===== config.mk =====
export PLATFORM = sky130hd
export DESIGN_NAME = elevator_call_ctrl_flat
export DESIGN_NICKNAME = d
export VERILOG_FILES = /design/src/rtl/elevator_call_ctrl_if.sv /design/src/rtl/elevator_call_ctrl.sv /design/src/flat_wrapper.sv
export SDC_FILE = /design/constraint.sdc
export NUM_CORES = 1
export LEC_CHECK = 0
export BUFFER_PORTS_ARGS = -buffer_cell sky130_fd_sc_hd__buf_2
export CAP_MARGIN = 20
export CORE_UTILIZATION = 55
export DETAILED_ROUTE_END_ITERATION = 8
export PLACE_DENSITY_LB_ADDON = 0.1
export SETUP_SLACK_MARGIN = 0.02
export SLEW_MARGIN = 20
export SYNTH_ARGS = -nofsm -noshare
export SYNTH_HDL_FRONTEND = slang
export SYNTH_SLANG_ARGS = --single-unit

===== constraint.sdc =====
create_clock -name clk -period 1.6 [get_ports clk]
set_input_delay 0 -clock clk [delete_from_list [all_inputs] [get_ports clk]]
set_output_delay 0 -clock clk [all_outputs]
set_load 0.05 [all_outputs]

===== src/rtl/elevator_call_ctrl_if.sv =====
// Signal bundle between elevator_call_ctrl and its environment: raw buttons and
// car position in, latched calls, door status and door FSM state out.
interface elevator_call_ctrl_if;
  logic [3:0] hall_btn;
  logic [3:0] car_btn;
  logic [1:0] current_floor;
  logic       car_stopped;
  logic [3:0] buttons_out;
  logic [3:0] buttons_in;
  logic       door_open;
  logic       door_state;

  // Level-only signals, no valid/ready handshake: calls stay pending until
  // the door dwell at their floor completes.
  modport master (
    output hall_btn, car_btn, current_floor, car_stopped,
    input  buttons_out, buttons_in, door_open, door_state
  );

  modport slave (
    input  hall_btn, car_btn, current_floor, car_stopped,
    output buttons_out, buttons_in, door_open, door_state
  );
endinterface


===== src/rtl/elevator_call_ctrl.sv =====
// Hall/car call latching with synchronized, debounced buttons and a door dwell FSM.
// Optional macro CAR_CALL_CANCEL_EN: a second car press on a pending call cancels it.
module elevator_call_ctrl #(
  parameter int DEBOUNCE_CYCLES = 4,
  parameter int DWELL_CYCLES    = 8
) (
  input  logic                 clk,
  input  logic                 reset,
  elevator_call_ctrl_if.slave  bus
);

  localparam int         NB      = 8;
  localparam logic [7:0] DB_LAST = 8'(DEBOUNCE_CYCLES - 1);
  localparam logic [7:0] DW_LAST = 8'(DWELL_CYCLES - 1);

  typedef enum logic {
    IDLE  = 1'b0,
    DWELL = 1'b1
  } door_state_e;

  logic [NB-1:0] raw;
  logic [NB-1:0] sync1;
  logic [NB-1:0] sync2;
  logic [NB-1:0] level;
  logic [NB-1:0] level_q;
  logic [NB-1:0] evt;
  logic [7:0]    db_cnt [NB];

  door_state_e   state_q;
  door_state_e   state_nxt;
  logic [7:0]    dwell_cnt;
  logic [7:0]    dwell_cnt_nxt;
  logic          door_q;
  logic          door_nxt;
  logic [3:0]    bout_q;
  logic [3:0]    bin_q;
  logic [3:0]    bout_nxt;
  logic [3:0]    bin_nxt;

  logic [3:0]    cf_mask;
  logic [3:0]    sup_mask;
  logic [3:0]    hall_evt;
  logic [3:0]    car_evt;
  logic [3:0]    clr_mask;
  logic          at_floor_evt;
  logic          dwell_done;
`ifdef CAR_CALL_CANCEL_EN
  logic [3:0]    in_cancel;
`endif

  assign raw = {bus.car_btn, bus.hall_btn};

  // Two-flop synchronizers for all eight raw buttons.
  always_ff @(posedge clk or negedge reset) begin
    if (!reset) begin
      sync1 <= '0;
      sync2 <= '0;
    end else begin
      sync1 <= raw;
      sync2 <= sync1;
    end
  end

  // Debounce: the level flips only after DEBOUNCE_CYCLES consecutive differing samples.
  always_ff @(posedge clk or negedge reset) begin
    if (!reset) begin
      level <= '0;
      for (int b = 0; b < NB; b++) db_cnt[b] <= '0;
    end else begin
      for (int b = 0; b < NB; b++) begin
        if (sync2[b] != level[b]) begin
          if (db_cnt[b] == DB_LAST) begin
            level[b]  <= sync2[b];
            db_cnt[b] <= '0;
          end else begin
            db_cnt[b] <= db_cnt[b] + 8'd1;
          end
        end else begin
          db_cnt[b] <= '0;
        end
      end
    end
  end

  // Registered rising-edge detect of the debounced level.
  always_ff @(posedge clk or negedge reset) begin
    if (!reset) begin
      level_q <= '0;
      evt     <= '0;
    end else begin
      level_q <= level;
      evt     <= level & ~level_q;
    end
  end

  assign cf_mask    = 4'b0001 << bus.current_floor;
  assign dwell_done = (state_q == DWELL) && (dwell_cnt == DW_LAST);

  // Door FSM: state register.
  always_ff @(posedge clk or negedge reset) begin
    if (!reset) begin
      state_q <= IDLE;
    end else begin
      state_q <= state_nxt;
    end
  end

  // Door FSM: next-state logic.
  always_comb begin
    state_nxt = state_q;
    case (state_q)
      IDLE: begin
        if (bus.car_stopped && |(cf_mask & (bin_q | bout_q))) state_nxt = DWELL;
      end
      DWELL: begin
        if (!bus.car_stopped || dwell_done) state_nxt = IDLE;
      end
      default: state_nxt = IDLE;
    endcase
  end

  // Door FSM: outputs and call bookkeeping. During a dwell, presses at the
  // current floor only restart the timer; the terminal clear beats any press.
  always_comb begin
    sup_mask      = (state_q == DWELL) ? cf_mask : 4'b0000;
    hall_evt      = evt[3:0] & ~sup_mask;
    car_evt       = evt[7:4] & ~sup_mask;
    at_floor_evt  = |((evt[3:0] | evt[7:4]) & cf_mask);
    clr_mask      = (bus.car_stopped && dwell_done) ? cf_mask : 4'b0000;
    door_nxt      = (state_nxt == DWELL);
    dwell_cnt_nxt = 8'd0;
    if (state_q == DWELL && state_nxt == DWELL && !at_floor_evt) begin
      dwell_cnt_nxt = dwell_cnt + 8'd1;
    end
    bout_nxt = (bout_q | hall_evt) & ~clr_mask;
`ifdef CAR_CALL_CANCEL_EN
    in_cancel = car_evt & bin_q;
    bin_nxt   = ((bin_q | (car_evt & ~in_cancel)) & ~in_cancel) & ~clr_mask;
`else
    bin_nxt   = (bin_q | car_evt) & ~clr_mask;
`endif
  end

  always_ff @(posedge clk or negedge reset) begin
    if (!reset) begin
      dwell_cnt <= '0;
      door_q    <= 1'b0;
      bout_q    <= '0;
      bin_q     <= '0;
    end else begin
      dwell_cnt <= dwell_cnt_nxt;
      door_q    <= door_nxt;
      bout_q    <= bout_nxt;
      bin_q     <= bin_nxt;
    end
  end

  assign bus.buttons_out = bout_q;
  assign bus.buttons_in  = bin_q;
  assign bus.door_open   = door_q;
  assign bus.door_state  = state_q;

endmodule


===== src/flat_wrapper.sv =====
// flat-port wrapper written by rule: the top's interface ports become plain ports
module elevator_call_ctrl_flat 
#(
  parameter int DEBOUNCE_CYCLES = 4,
  parameter int DWELL_CYCLES    = 8
)
  (clk, reset, bus_hall_btn, bus_car_btn, bus_current_floor, bus_car_stopped, bus_buttons_out, bus_buttons_in, bus_door_open, bus_door_state);
  elevator_call_ctrl_if bus_i ();
  input  logic clk;
  input  logic reset;
  input wire logic [$bits(bus_i.hall_btn)-1:0] bus_hall_btn;
  input wire logic [$bits(bus_i.car_btn)-1:0] bus_car_btn;
  input wire logic [$bits(bus_i.current_floor)-1:0] bus_current_floor;
  input wire logic [$bits(bus_i.car_stopped)-1:0] bus_car_stopped;
  output wire logic [$bits(bus_i.buttons_out)-1:0] bus_buttons_out;
  output wire logic [$bits(bus_i.buttons_in)-1:0] bus_buttons_in;
  output wire logic [$bits(bus_i.door_open)-1:0] bus_door_open;
  output wire logic [$bits(bus_i.door_state)-1:0] bus_door_state;
  assign bus_i.hall_btn = bus_hall_btn;
  assign bus_i.car_btn = bus_car_btn;
  assign bus_i.current_floor = bus_current_floor;
  assign bus_i.car_stopped = bus_car_stopped;
  assign bus_buttons_out = bus_i.buttons_out;
  assign bus_buttons_in = bus_i.buttons_in;
  assign bus_door_open = bus_i.door_open;
  assign bus_door_state = bus_i.door_state;
  elevator_call_ctrl #(.DEBOUNCE_CYCLES(DEBOUNCE_CYCLES), .DWELL_CYCLES(DWELL_CYCLES)) u_core (.clk(clk), .reset(reset), .bus(bus_i));
endmodule

==> impl_metrics.toml <==
[global_routing]
track_usage_pct = 23.9
grt_start_max_net_pins = 38
grt_pass1_vias = 3889
gr-total-overflow = 0
antenna_found_initial = 0
grt_pass1_wl_um = 18200

[floorplan]
die_area_um2 = 9960
design.core.area_um2 = 9240
rows = 35
io_pins = 23
die_h_um = 99.8
die_x_um = 99.8
start_util_pct = 56.9

[setup_path]
critPathRequiredTime_ps = 1960
crit_arrival_ps = 2140
crit_type = "reg -> reg"
cp_slowest_stage_delay_ps = 560
path_max_fanout = 5
path_cells = "or4_4 -> buf_6 -> o32ai_2 -> a31oi_1"
setup.worst_path.end_class = "flop"
worstSetupStartpointType = "flop"
cp_slowest_cell = "or4_4"

[drt]
vias = 3907
wl_um = 11100
vias_per_cell = 5.58
wire_per_inst_um = 15.8
firstDrtPassIters = 4
drc_errors = 0
ant_nets = 0
drt-initial-drc-count = 120

[yosys]
ys_seq_area_share_pct = 57.6
synth_nets = 471
syn_inst = 449
async_flop_share_pct = 100
syn_area_um2 = 5260
synth.distinct_cells = 41
netlist.area_leader.share_pct = 57.6
netlist_top_cells_area = "dfrtp_1 58%, xor2_1 4.3%, nor2_1 3.4%, or3_1 3.2%, o41ai_4 3.1%"
avgSynthCellArea_um2 = 11.7
synth-seq-cells = 121
synth_edf_count = 0
yosysWarnings = 0
synth-main-ff-cell = "dfrtp_1"
synth_largest_area_cell = "dfrtp_1"

[timing]
tightest_slew_ps = 809
finalMaxSlewViolations = 0
finalHoldViolations = 0
max-slew-margin-rel_pct = 46.1
hold_ws_ps = 48.1
finalCritPeriodShare_pct = 111
setup_viol = 28
rsz0062_at_grt = "true"
setup_ws_ps = -181
skew_ps = 10.4
fmax_mhz = 561
finalCriticalPeriod_ps = 1780

[placement]
dp_hpwl_um = 6610
place.gp.congestion = 0.810
placed_cells = 642
portBuffers = 22
pre_cts_slack_ps = -64.0

[cts]
cts-root-buf = "clkbuf_8"
insertion_delay_ps = 520
numCtsBuffers = 17
cts.sinks = 121
htree_levels = 4
clockBufferDepth = 2
clk_pin_slew_worst_paths_ps = 60
cts_tree = "done"

[layout]
fin_util_pct = 78.4
fin_nets = 582
area_growth_syn_to_layout_pct = 37.7
layoutNonFillerInstCount = 700
antennaDiodeCount = 0
final_layout_size_suffix_gt1_share_pct = 39.6

[power_and_ir_drop]
p_leak_nw = 2.98
peakVddDrop_mv = 1.01
p_per_area_nw_per_um2 = 1440
p_total_w = 0.0105

[job]
maxCapViolCount = 0

[run_status]
violations = "negative setup slack"
outcome = "finished, violations left"

[hold_path]
hold_path.class = "in -> async"
[cells in the final DEF (no fill, tap or decap), drive strengths merged, types with 18 or more instances in the layout]
cell type	netlist	routed
o21ai	28	28
nand2	18	18
a21oi	30	30
dfrtp	121	121
buf	6	87
or3	27	27
nand3	27	27
nor2	47	47
xor2	26	26
clkbuf	1	22
[metrics by stage]
stage	setup TNS, ps	area, um^2
after global routing	-3230	7240
after detailed placement	-106	5920
after global placement	-97.4	5910
after floorplan	-106	5290
after CTS	-649	6930
final	-1070	7240
[kinds of logic (layout without fill, tap and decap cells)]
logic type	count (synthesis)	in the layout	synth area share, %
compound gates	89	89	13.7
xor+xnor	35	35	5.83
fa+ha+maj	9	9	2.14
buf+inv	20	142	1.74
flops	121	121	57.6
mux	6	6	1.28
simple gates	169	169	17.8
[timing repair]
item	4_1_cts	5_1_grt
endpoints found under the setup margin	43	75
resized for setup	41	62
hold endpoints to repair	145	0
gates cloned	1	0
setup buffers	9	5
hold buffers	13	0
pin swaps	15	20
[per-layer routing]
layer	vias up	global-route usage [%]	routed length (um)
li1	1852	-	-
met2	79	38.7	5560
met4	0	11.4	283
met1	1947	30.7	4860
met3	29	5.43	349
met5	-	0	0
[synthesized netlist by cell type, types with 6 or more instances]
library cell and instances:
inv_1 12, nor2b_1 10, o32ai_1 8, o41ai_4 6, nand3_1 27, dfrtp_1 121
or3_1 27, nor4_1 9, mux2_2 6, ha_1 9, xnor2_1 9, nor2_1 47
xor2_1 26, nand2_1 18, o21ai_0 27, a21oi_1 30, nand4_1 9
[sequential cells by signal, indices dropped and copies added (netlist names)]
name	count
u_core.sync2	8
u_core.evt	8
u_core.dwell_cnt	8
u_core.level	8
u_core.db_cnt	64
u_core.bus.buttons_out	4
u_core.level_q	8
u_core.sync1	8
u_core.bus.door_state	1
u_core.bus.buttons_in	4
[worst max-delay path: cells and delay by family, from the launching register on]
family                 cells  cell delay (ps)
AND/OR/NAND/NOR            1              560
AO/OA/AOI/OAI              2              510
flip-flops                 1              390
buffers and inverters      1              160
[final cells by class]
cell class	instances	area, um^2
sequential	121	3030
multi-input combinational	308	2640
fill	562	2000
timing repair buffer	99	797
clock buffer	22	473
tap	129	161
clock inverter	8	95.1
inverter	13	48.8
[worst paths after layout]
check	slack, ps	end	cells after the start	startpoint
worst max register to register	-180	u_core.bus.buttons_in[3]	4	u_core.dwell_cnt[3]
min in group clk	120	u_core.sync1[4]	2	bus_car_btn[0]
max in group asynchronous	1200	u_core.db_cnt[16]	3	reset
worst min-delay path	50	u_core.db_cnt[5]	3	reset
worst max-delay path	-180	u_core.bus.buttons_in[3]	4	u_core.dwell_cnt[3]
worst min register to register	350	u_core.sync2[0]	0	u_core.sync1[0]
[report_power, final]
group          internal [W]  switching, W  leakage (nW)  total, W
Clock               0.00235       0.00127         0.279   0.00362
Combinational       0.00136       0.00134          1.15   0.00270
Sequential          0.00362      0.000518          1.55   0.00414
Total               0.00733       0.00314          2.98    0.0105
No activity file was read; power rests on OpenSTA's default activity.
